### src/rtl/signext_pkg.sv
// Shared widths, LEGv8 opcode constants and immediate-format enum for the sign-extender.
// Optional branch formats (CBNZ, B) are enabled by SIGNEXT_BRANCH_EN.
package signext_pkg;

  localparam int unsigned DATA_WIDTH = 32;
  localparam int unsigned OUT_WIDTH  = 64;

  localparam int unsigned OPC_D_W  = 11;
  localparam int unsigned OPC_CB_W = 8;
  localparam int unsigned OPC_B_W  = 6;

  localparam int unsigned IMM_D_W  = 9;
  localparam int unsigned IMM_CB_W = 19;
  localparam int unsigned IMM_B_W  = 26;

  localparam logic [OPC_D_W-1:0]  OP_LDUR = 11'b11111000010;
  localparam logic [OPC_D_W-1:0]  OP_STUR = 11'b11111000000;
  localparam logic [OPC_CB_W-1:0] OP_CBZ  = 8'b10110100;
  localparam logic [OPC_CB_W-1:0] OP_CBNZ = 8'b10110101;
  localparam logic [OPC_B_W-1:0]  OP_B    = 6'b000101;

  typedef enum logic [1:0] {
    FMT_NONE = 2'd0,
    FMT_D    = 2'd1,
    FMT_CB   = 2'd2,
    FMT_B    = 2'd3
  } imm_fmt_t;

endpackage : signext_pkg

### src/rtl/signext_decode.sv
// Combinational LEGv8 immediate decode: instruction word -> format and sign-extended value.
// CBNZ and B are only recognised when SIGNEXT_BRANCH_EN is defined.
module signext_decode
  import signext_pkg::*;
(
  input  logic [DATA_WIDTH-1:0] a,
  output imm_fmt_t              fmt_c,
  output logic [OUT_WIDTH-1:0]  imm_c
);

  logic [OPC_D_W-1:0]  opc_d;
  logic [OPC_CB_W-1:0] opc_cb;
  logic [IMM_D_W-1:0]  imm_d;
  logic [IMM_CB_W-1:0] imm_cb;
  logic                unused_c;

  assign opc_d    = a[31:21];
  assign opc_cb   = a[31:24];
  assign imm_d    = a[20:12];
  assign imm_cb   = a[23:5];
  // Register-number field Rt never feeds an immediate.
  assign unused_c = ^a[4:0];

`ifdef SIGNEXT_BRANCH_EN
  logic [OPC_B_W-1:0] opc_b;
  logic [IMM_B_W-1:0] imm_b;

  assign opc_b = a[31:26];
  assign imm_b = a[25:0];
`endif

  // 11-bit D-type opcodes take priority over the 8-bit CB-type opcodes.
  always_comb begin
    fmt_c = FMT_NONE;
    imm_c = '0;
    if (opc_d == OP_LDUR || opc_d == OP_STUR) begin
      fmt_c = FMT_D;
      imm_c = {{(OUT_WIDTH-IMM_D_W){imm_d[IMM_D_W-1]}}, imm_d};
    end else if (opc_cb == OP_CBZ) begin
      fmt_c = FMT_CB;
      imm_c = {{(OUT_WIDTH-IMM_CB_W){imm_cb[IMM_CB_W-1]}}, imm_cb};
    end
`ifdef SIGNEXT_BRANCH_EN
    else if (opc_cb == OP_CBNZ) begin
      fmt_c = FMT_CB;
      imm_c = {{(OUT_WIDTH-IMM_CB_W){imm_cb[IMM_CB_W-1]}}, imm_cb};
    end else if (opc_b == OP_B) begin
      fmt_c = FMT_B;
      imm_c = {{(OUT_WIDTH-IMM_B_W){imm_b[IMM_B_W-1]}}, imm_b};
    end
`endif
  end

endmodule : signext_decode

### src/rtl/signext_unit.sv
// Registered LEGv8 immediate sign-extender: one-cycle latency, no backpressure.
// Define SIGNEXT_BRANCH_EN to additionally support CBNZ and B.
module signext_unit
  import signext_pkg::*;
(
  input  logic                  clk,
  input  logic                  reset,
  input  logic                  in_valid,
  input  logic [DATA_WIDTH-1:0] a,
  output logic                  out_valid,
  output logic [OUT_WIDTH-1:0]  y,
  output logic                  known
);

  imm_fmt_t             fmt_c;
  logic [OUT_WIDTH-1:0] imm_c;

  logic                 valid_d, valid_q;
  logic [OUT_WIDTH-1:0] y_d, y_q;
  logic                 known_d, known_q;

  signext_decode u_decode (
    .a     (a),
    .fmt_c (fmt_c),
    .imm_c (imm_c)
  );

  // y/known only update on a valid word; otherwise they hold.
  always_comb begin
    valid_d = in_valid;
    y_d     = y_q;
    known_d = known_q;
    if (in_valid) begin
      y_d     = imm_c;
      known_d = (fmt_c != FMT_NONE);
    end
  end

  always_ff @(posedge clk or negedge reset) begin
    if (!reset) begin
      valid_q <= 1'b0;
      y_q     <= '0;
      known_q <= 1'b0;
    end else begin
      valid_q <= valid_d;
      y_q     <= y_d;
      known_q <= known_d;
    end
  end

  assign out_valid = valid_q;
  assign y         = y_q;
  assign known     = known_q;

endmodule : signext_unit

### config.mk
export PLATFORM = sky130hd
export DESIGN_NAME = signext_unit
export DESIGN_NICKNAME = d
export VERILOG_FILES = /design/src/rtl/signext_pkg.sv /design/src/rtl/signext_decode.sv /design/src/rtl/signext_unit.sv
export SDC_FILE = /design/constraint.sdc
export NUM_CORES = 1
export LEC_CHECK = 0
export BUFFER_PORTS_ARGS = -buffer_cell sky130_fd_sc_hd__buf_4
export CAP_MARGIN = 20
export CORE_UTILIZATION = 43
export CTS_BUF_LIST = sky130_fd_sc_hd__clkbuf_16
export DETAILED_ROUTE_END_ITERATION = 6
export PLACE_DENSITY = 0.85
export SYNTH_ARGS = -nofsm -noshare
export SYNTH_HDL_FRONTEND = slang
export SYNTH_SLANG_ARGS = --single-unit
### constraint.sdc
create_clock -name clk -period 3.85 [get_ports clk]
set_input_delay 0.77 -clock clk [delete_from_list [all_inputs] [get_ports clk]]
set_output_delay 0.77 -clock clk [all_outputs]
set_load 0.03 [all_outputs]
Word-level counts from Yosys, hierarchy flattened --
Index checks and enable logic that the tools add are counted.
Storage, ports and cells: flip-flop bits (word level) 66, bits of input ports 35, output and inout bits 66, word-level logic and storage cells 12
Operators by class: equality and inequality tests 3, multiplexer cells 4, reduce and logical (&&, ||, !) cells 2
Operator list (count):
- $mux 64 | 2
- $eq 11x11->1 const B | 2
- $eq 8x8->1 const B | 1
- $mux 2 | 2
- $reduce_bool 2->1 | 1
- $logic_or 1x1->1 | 1

Logic depth before layout (Yosys ltp) --
Gate-level depths: netlist (run 1).
depth after elaboration 4, depth in mapped cells 4

Cells and area by module --
A second synthesis (run 1) with hierarchy kept.
Second synthesis, totals: cells, all modules 238, area total of the unflattened synthesis 3240.6 µm²
By module, submodules not included:
- signext_unit | times used 1, cells each 140, area an instance 2593.7 µm²
- signext_decode | times used 1, cells each 98, area an instance 646.9 µm²

Worst setup path after synthesis (run 1) --
Ideal clock, no wire load.
kind register to output, start register, netlist name y[62], end output port y[19], arrival time 1476 ps, data required time 3080 ps, slack 1604 ps, stages on the path, launching flop included 2, path buffers 1, cell sequence dfrtp_1 -> buf_4
RTL lines:
- end, declared | RTL line signext_unit.sv:11 | output logic [OUT_WIDTH-1:0] y,

==> flow_metrics.py, run 1 <==
metrics = {
    "status": {
        "status": "completed",
    },
    "critical_path": {
        "r2r-end": "y[62]",
        "r2r_slack_ps": 2860,
        "ff2ff_path_depth": 2,
        "critPathKind": "reg2out",
        "crit_chain": "buf_16 -> buf_4",
        "cp.required_ps": 3080,
        "cp.depth": 2,
        "crit_family": "flip-flops",
        "cp.buffers_inverters": 2,
        "crit_slowest_cell": "dfrtp_1",
        "start_kind": "register",
        "cp_max_fo": 29,
        "critPathArrivalTime_ps": 1370,
        "cpPeakStageDelay_ps": 710,
        "endpoint_kind": "output pin",
        "regToRegStartpoint": "y[62]",
    },
    "min_path": {
        "hold_path.class": "in2async",
    },
    "clock_network": {
        "clockBufferDepth": 2,
        "clk_pin_slew_ps": 60,
        "h-tree-depth": 1,
        "ctsHoldBuffers": 0,
        "clkLatencyLatePin_ps": 250,
        "post_cts_buffers": 0,
        "cts_resized": 0,
        "cts-buffers-inserted": 3,
        "cts-root-buf": "clkbuf_16",
        "cts_sinks": 21,
        "cts_tree": "done",
    },
    "finish": {
        "fin_area_um2": 1870,
        "final_util": 0.617,
        "multiInputGateArea_um2": 443,
        "finish.net_count": 227,
        "ff_latch_area_um2": 526,
        "fillers": 260,
        "syn2layout_area_growth_pct": 36.8,
        "drive_gt1_frac": 0.545,
        "diodes": 0,
    },
    "floorplan": {
        "core-area_um2": 3030,
        "rows": 20,
        "die_h_um": 58.4,
        "pin_count": 101,
        "start_util": 0.451,
        "dieWidth_um": 58.4,
        "dieArea_um2": 3410,
    },
    "sta": {
        "finalSetupViolCount": 0,
        "max_freq_mhz": 467,
        "finalCritPeriodShare": 0.556,
        "fin_crit_ps": 2140,
        "relSlewSlack": 0.607,
        "fin_skew_ps": 0,
        "fin_tns_setup_ps": 0,
        "rsz0062_at_grt": "false",
        "hold_violations": 0,
        "worst_pin_slew_ps": 590,
        "slew_viol_final": 0,
    },
    "logic_synthesis": {
        "synth_area_per_cell_um2": 9.62,
        "seq_area_frac_synth": 0.385,
        "synth_seq_cells": 21,
        "synth.net_count": 177,
        "synthDistinctLibCells": 24,
        "synth_top_cell_area_share": 0.385,
        "synth_area_leaders": "dfrtp_1, buf_4, nand2b_1",
        "syn_inst": 142,
        "yosysWarnings": 0,
        "synth_area_leader_cell": "dfrtp_1",
        "syn_area_um2": 1370,
    },
    "detailed_routing": {
        "ant_nets": 0,
        "viasPerCell": 4.83,
        "drt-initial-drc-count": 38,
        "routed_wl_um": 2930,
        "vias": 1135,
        "drc": 0,
        "wl_per_cell_um": 12.5,
        "firstDrtPassIters": 4,
    },
    "place": {
        "io_buffers": 95,
        "dpl.hpwl_um": 2130,
        "place_congestion": 0.761,
        "place_area_um2": 1760,
    },
    "grt": {
        "grt_max_degree": 48,
        "gr-usage-all-layers": 0.166,
        "grt_pass1_vias": 958,
        "grt_pass1_wl_um": 4390,
        "antenna_found_initial": 0,
        "grt_overflow": 0,
    },
    "power_and_ir_drop": {
        "powerDensity_nw_per_um2": 267,
        "power.total_mw": 0.500,
        "peakVddDrop_v": 0.000218,
        "p_leak_nw": 0.990,
    },
    "run": {
        "cap_violations": 0,
    },
}
[routing by layer]
metal / track usage / share of wire / routed length (µm) / vias up
met4: 0.0408 / 0.0068 / 20 / 0
li1: - / - / - / 550
met2: 0.279 / 0.47 / 1360 / 71
met1: 0.216 / 0.41 / 1210 / 510
met3: 0.0418 / 0.11 / 337 / 4
met5: 0 / 0 / 0 / -
[state kept, by name (all words and copies together) (netlist names)]
| signal | cells |
|---|---|
| out_valid | 1 |
| y | 19 |
| known | 1 |
[cells by family (layout without fill, tap and decap cells)]
logic type	count (synthesis)	in the layout	share of synthesized area
buffers and inverters	58	107	0.291
and+or+nand+nor	43	43	0.211
DFF	21	21	0.385
AOI/OAI and AO/OA	19	19	0.106
muxes	1	1	0.00733
[synth_stat cells]
cell	number
nand3_1	3
o211ai_1	7
nand4_4	1
a21oi_1	2
inv_1	7
o221ai_1	7
a21boi_0	1
nand4_2	1
nor2b_1	2
and4bb_2	2
nor2_1	2
buf_4	47
nand2_1	9
nor3b_4	1
a41oi_1	1
o21ai_0	1
nand2b_1	10
nand4_1	10
buf_2	3
and3_1	1
buf_1	1
mux2i_1	1
dfrtp_1	21
and4b_1	1
[how the worst max path moves through the flow]
stage	endpoint	slack, ps	startpoint
global route	y[50]	1610	y[62]
finish	y[61]	1710	y[62]
detailed placement	y[34]	1610	y[62]
CTS	y[34]	1330	y[62]
global placement	y[37]	1670	y[62]
floorplan	y[19]	1600	y[62]
[cell type report]
class                   instances  area share
multi-input cells              63       0.237
clock inverters                 1     0.00201
flip-flops and latches         21       0.281
well taps                      44      0.0295
repair buffers                 96       0.396
inverters                       7      0.0141
clock buffers                   3      0.0402
[placed cells by master, fill, tap and decap left out]
| cell | synthesis | layout |
|---|---|---|
| o221ai_1 | 7 | 7 |
| nand3_1 | 3 | 3 |
| nand2b_1 | 10 | 10 |
| and4bb_2 | 2 | 2 |
| nand4_2 | 1 | 1 |
| nand2_1 | 9 | 9 |
| inv_1 | 7 | 8 |
| nand4_4 | 1 | 1 |
| o211ai_1 | 7 | 7 |
| and4b_1 | 1 | 1 |
| buf_16 | 0 | 1 |
| nor3b_4 | 1 | 1 |
| nand4_1 | 10 | 10 |
| a21boi_0 | 1 | 1 |
| clkbuf_16 | 0 | 3 |
| dfrtp_1 | 21 | 21 |
| buf_4 | 47 | 95 |
| o21ai_0 | 1 | 1 |
| a21oi_1 | 2 | 2 |
| mux2i_1 | 1 | 1 |
| nor2_1 | 2 | 2 |
| a41oi_1 | 1 | 1 |
| nor2b_1 | 2 | 2 |
| and3_1 | 1 | 1 |
[through the flow]
stage / hold slack (ps) / std cells / setup WS [ps]
floorplan: 474 / 142 / 1600
global placement: 489 / 230 / 1670
detailed placement: 502 / 230 / 1610
CTS: 405 / 234 / 1330
global route: 409 / 235 / 1610
finish: 394 / 235 / 1710
[report_power, final]
| group | total [mW] | switching (mW) | leakage (nW) | internal [mW] |
|---|---|---|---|---|
| Sequential | 0.225 | 0.00135 | 0.289 | 0.223 |
| Combinational | 0.0634 | 0.0331 | 0.659 | 0.0302 |
| Clock | 0.212 | 0.0738 | 0.0423 | 0.138 |
| Total | 0.500 | 0.108 | 0.990 | 0.392 |
(Power assumes the default switching activity.)
==> inputs of run 2 (changes only) <==
- CORE_UTILIZATION: 43 -> 40
- PLACE_DENSITY: 0.85 -> 0.8
- clock period: 3.85 -> 2.15 ns (I/O delays scaled with it)
==> run 2 against run 1 <==
Compared with the run above: global-route usage is 0.62 points lower; worst hold slack got worse by 340 ps; cell count is the same; die area grew 7.2%; clock power rose by 84%; critical path type unchanged; critical endpoint is now y[41]; highest routed layer unchanged.
==> flow_metrics.py, run 2 (synthesis results as in run 1) <==
metrics = {
    "critical_path": {
        "cp.buffers_inverters": 2,
        "endpoint_kind": "output pin",
        "start_kind": "register",
        "cpPeakStageDelay_ps": 350,
        "crit_chain": "buf_4 -> buf_4",
        "cp_max_fo": 47,
        "crit_slowest_cell": "buf_4",
        "critPathArrivalTime_ps": 1160,
        "critPathKind": "reg2out",
        "crit_family": "buffers and inverters",
        "cp.required_ps": 1720,
        "crit_top_cell": "buf_4",
    },
    "clock_network": {
        "cts-root-buf": "clkbuf_16",
        "cts_sinks": 21,
        "clkLatencyLatePin_ps": 250,
        "clk_pin_slew_ps": 60,
        "ctsHoldBuffers": 0,
        "post_cts_buffers": 0,
        "clockBufferDepth": 2,
        "cts-buffers-inserted": 3,
        "cts_tree": "done",
        "h-tree-depth": 1,
        "cts_resized": 0,
    },
    "floorplan": {
        "dieArea_um2": 3650,
        "die_h_um": 60.4,
        "dieWidth_um": 60.4,
        "rows": 20,
        "start_util": 0.433,
        "pin_count": 101,
        "core-area_um2": 3150,
    },
    "place": {
        "io_buffers": 95,
        "place_area_um2": 1770,
        "place_congestion": 0.713,
        "dpl.hpwl_um": 2160,
        "dp.cells": 231,
        "dp_slack_ps": 588,
    },
    "power_and_ir_drop": {
        "peakVddDrop_v": 0.000395,
        "pwr-share-seq": 0.444,
        "p_comb_frac": 0.125,
        "swShare": 0.224,
        "powerDensity_nw_per_um2": 489,
        "p_switching_mw": 0.203,
        "internal_power_mw": 0.703,
        "p_leak_nw": 0.982,
        "power.total_mw": 0.906,
        "pwr-share-clk": 0.431,
    },
    "sta": {
        "worst_pin_slew_ps": 383,
        "fin_tns_setup_ps": 0,
        "rsz0062_at_grt": "false",
        "fin_crit_ps": 1590,
        "finalSetupViolCount": 0,
        "slew_viol_final": 0,
        "max_freq_mhz": 627,
        "fin_skew_ps": 0,
        "finalCritPeriodShare": 0.742,
        "hold_violations": 0,
        "relSlewSlack": 0.745,
        "setup_ws_ps": 555,
    },
    "grt": {
        "antenna_found_initial": 0,
        "grt_overflow": 0,
        "grt_pass1_vias": 952,
        "gr-usage-all-layers": 0.160,
        "grt_pass1_wl_um": 4430,
        "grt_max_degree": 48,
    },
    "run": {
        "cap_violations": 0,
    },
    "finish": {
        "final_cell_mix": "buf_4, dfrtp_1, nand2b_1, nand4_1, nand2_1",
        "stdcell_count": 235,
        "diodes": 0,
        "syn2layout_area_growth_pct": 35.4,
        "fin_area_um2": 1850,
        "ff_latch_area_um2": 526,
        "final_common_cell": "buf_4",
        "drive_gt1_frac": 0.550,
        "finish.net_count": 227,
        "multiInputGateArea_um2": 443,
        "fillers": 295,
        "largest_register_ffs": 19,
    },
    "status": {
        "status": "completed",
    },
    "detailed_routing": {
        "drc": 0,
        "wl_per_cell_um": 13.0,
        "firstDrtPassIters": 4,
        "ant_nets": 0,
        "viasPerCell": 4.90,
        "vias": 1152,
        "drt-initial-drc-count": 19,
        "routed_wl_um": 3070,
    },
    "min_path": {
        "hold_path.class": "in2async",
    },
}
## run 2: cell count changes in the layout (fill, tap and decap cells not counted)
cell and delta:
buf_16 -1, buf_4 +1, clkinv_2 +1, inv_1 -1
## run 2: area by class of cell
class | count | area share
Clock buffer | 3 | 0.0406
Inverter | 7 | 0.0142
Clock inverter | 1 | 0.00270
Multi-Input combinational cell | 63 | 0.239
Timing Repair Buffer | 96 | 0.389
Tap cell | 44 | 0.0297
Sequential cell | 21 | 0.284
## run 2: metrics by stage
| stage | utilization | hold WS, ps |
|---|---|---|
| final | 0.587 | 50.0 |
| after global routing | 0.587 | 71.2 |
| after CTS | 0.587 | 59.8 |
| after detailed placement | 0.562 | 329 |
| after global placement | 0.562 | 325 |
| after floorplan | - | 134 |
## run 2: routing by layer
metal | share of wire | GRT usage
met3 | 0.10 | 0.0299
met5 | 0 | 0
met4 | 0.0062 | 0.0390
met2 | 0.46 | 0.270
met1 | 0.43 | 0.213
## run 2: path summary, 6_finish.rpt
kind / depth (start not counted) / slack [ps] / endpoint / startpoint
min in group clk: 3 / 420 / y[0] / a[5]
max: 2 / 560 / y[41] / y[62]
min reg2reg: 2 / 510 / y[16] / y[16]
max in group asynchronous: 1 / 1880 / y[13] / reset
min: 1 / 50 / y[15] / reset
max reg2reg: 3 / 1230 / y[62] / y[62]
## run 2: power groups by stage
| stage | logic (mW) | clock network (mW) | registers, mW |
|---|---|---|---|
| after floorplan | 0.0417 | 0 | 0.418 |
| after global placement | 0.112 | 0 | 0.409 |
| after detailed placement | 0.113 | 0 | 0.409 |
| after CTS | 0.113 | 0.393 | 0.402 |
| after global routing | 0.123 | 0.414 | 0.402 |
| final | 0.113 | 0.391 | 0.402 |
==> inputs of run 3 (changes only) <==
- CORE_UTILIZATION: 40 -> 36
- PLACE_DENSITY: 0.8 -> 0.76
- clock period: 2.15 -> 1.46 ns (I/O delays scaled with it)
==> run 3 against run 2 <==
Compared with the run above: sequential share of layout area shrank 0.80 points; routed wire length grew 2.9%; clock skew is the same; via count grew 1.8%; critical path depth is the same; final area grew 3.7%; cell count grew 4.7%; worst hold slack gained 200 ps; first-iteration DRC count shrank 21%; global-route usage shrank 0.90 points; highest routed layer is now met3.
==> flow_metrics.py, run 3 (synthesis results as in run 1) <==
metrics = {
    "status": {
        "status": "completed",
    },
    "sta": {
        "relSlewSlack": 0.799,
        "fin_skew_ps": 0,
        "finalSetupViolCount": 0,
        "fin_tns_setup_ps": 0,
        "fin_crit_ps": 1390,
        "max_freq_mhz": 722,
        "finalCritPeriodShare": 0.949,
        "slew_viol_final": 0,
        "hold_violations": 0,
        "worst_pin_slew_ps": 301,
        "rsz0062_at_grt": "false",
    },
    "floorplan": {
        "dieWidth_um": 63.6,
        "die_h_um": 63.6,
        "dieArea_um2": 4050,
        "start_util": 0.373,
        "rows": 22,
        "core-area_um2": 3660,
        "pin_count": 101,
    },
    "grt": {
        "grt_pass1_wl_um": 4830,
        "grt_pass1_vias": 1021,
        "grt_max_degree": 32,
        "grt_overflow": 0,
        "gr-usage-all-layers": 0.151,
        "antenna_found_initial": 0,
    },
    "critical_path": {
        "start_kind": "register",
        "cp.required_ps": 1170,
        "ff2ff_path_depth": 3,
        "critPathKind": "reg2out",
        "cp_max_fo": 12,
        "critPathArrivalTime_ps": 1090,
        "endpoint_kind": "output pin",
    },
    "min_path": {
        "hold_path.class": "in2reg",
        "whs_path_depth": 1,
    },
    "detailed_routing": {
        "drt-initial-drc-count": 15,
        "routed_wl_um": 3150,
        "firstDrtPassIters": 4,
        "viasPerCell": 4.77,
        "wl_per_cell_um": 12.8,
        "drc": 0,
        "vias": 1173,
        "ant_nets": 0,
    },
    "finish": {
        "final_common_cell": "buf_4",
        "largest_register_ffs": 19,
        "finish.net_count": 234,
        "final_util": 0.524,
        "final_cell_mix": "buf_4, dfrtp_1, nand2b_1, nand4_1, nand2_1",
        "stdcell_count": 246,
        "drive_gt1_frac": 0.566,
        "syn2layout_area_growth_pct": 40.4,
        "diodes": 0,
    },
    "power_and_ir_drop": {
        "p_leak_nw": 1.02,
        "powerDensity_nw_per_um2": 693,
        "peakVddDrop_v": 0.000406,
    },
    "clock_network": {
        "clockBufferDepth": 2,
        "cts_sinks": 21,
        "cts_tree": "done",
        "clk_pin_slew_ps": 50,
        "cts-root-buf": "clkbuf_16",
        "clkLatencyLatePin_ps": 240,
        "h-tree-depth": 1,
        "cts-buffers-inserted": 3,
    },
    "place": {
        "place_congestion": 0.838,
        "dpl.hpwl_um": 2250,
        "io_buffers": 95,
        "dp.cells": 237,
    },
    "run": {
        "cap_violations": 0,
    },
}
run 3: cell types whose count changed in the layout (fill, tap and decap cells not counted), sizes merged:
cell,delta
buf,+6
dlygate4sd3,+1
run 3: power by group:
group | leakage [nW] | internal [mW] | total, mW | switching (mW)
registers | 0.287 | 0.589 | 0.592 | 0.00371
clock network | 0.0409 | 0.367 | 0.563 | 0.196
logic | 0.689 | 0.0849 | 0.173 | 0.0881
total | 1.02 | 1.04 | 1.33 | 0.288
run 3: stage by stage:
step / cell area [µm²] / setup slack, ps / total power, mW / hold slack [ps]
2_1_floorplan: 1370 / 95.9 / 0.677 / -3.59
3_3_place_gp: 1790 / 124 / 0.772 / 188
3_5_place_dp: 1790 / 71.3 / 0.773 / 186
4_1_cts: 1920 / 71.3 / 1.34 / 242
5_1_grt: 1920 / 39.2 / 1.38 / 245
6_report: 1920 / 74.5 / 1.33 / 246
run 3: area by class of cell:
cell class / instances / area (µm²)
inverters: 7 / 26.3
clock buffers: 3 / 75.1
clock inverters: 1 / 5.00
repair buffers: 103 / 779
fillers: 347 / 1740
well taps: 48 / 60.1
flip-flops and latches: 21 / 529
multi-input cells: 63 / 443
run 3: path summary, 6_finish.rpt:
kind                            startpoint  slack (ps)         to
worst max-delay path                 y[62]          70      y[37]
worst min-delay path              in_valid         250  out_valid
worst max register to register       y[62]         520      y[62]
worst min register to register       y[12]         520      y[12]
max in group asynchronous            reset         750      y[62]
min in group asynchronous            reset         470      y[10]
run 3: what timing repair did:
action	4_1_cts	5_1_grt
setup buffers	4	0
hold buffers	1	0
endpoints found under the hold margin	21	0
gates resized for setup	1	0
setup endpoints to repair	46	0
run 3: metal layers:
metal / global-route usage / vias up / routed length (µm)
li1: - / 563 / -
met3: 0.0380 / 0 / 262
met2: 0.253 / 62 / 1520
met5: 0 / - / 0
met1: 0.198 / 548 / 1380
met4: 0.0256 / 0 / 0
run 3: worst max-delay path: stages, from the launching register on:
cell	delay [ps]
dfrtp_4	490
buf_4	190
buf_4	170
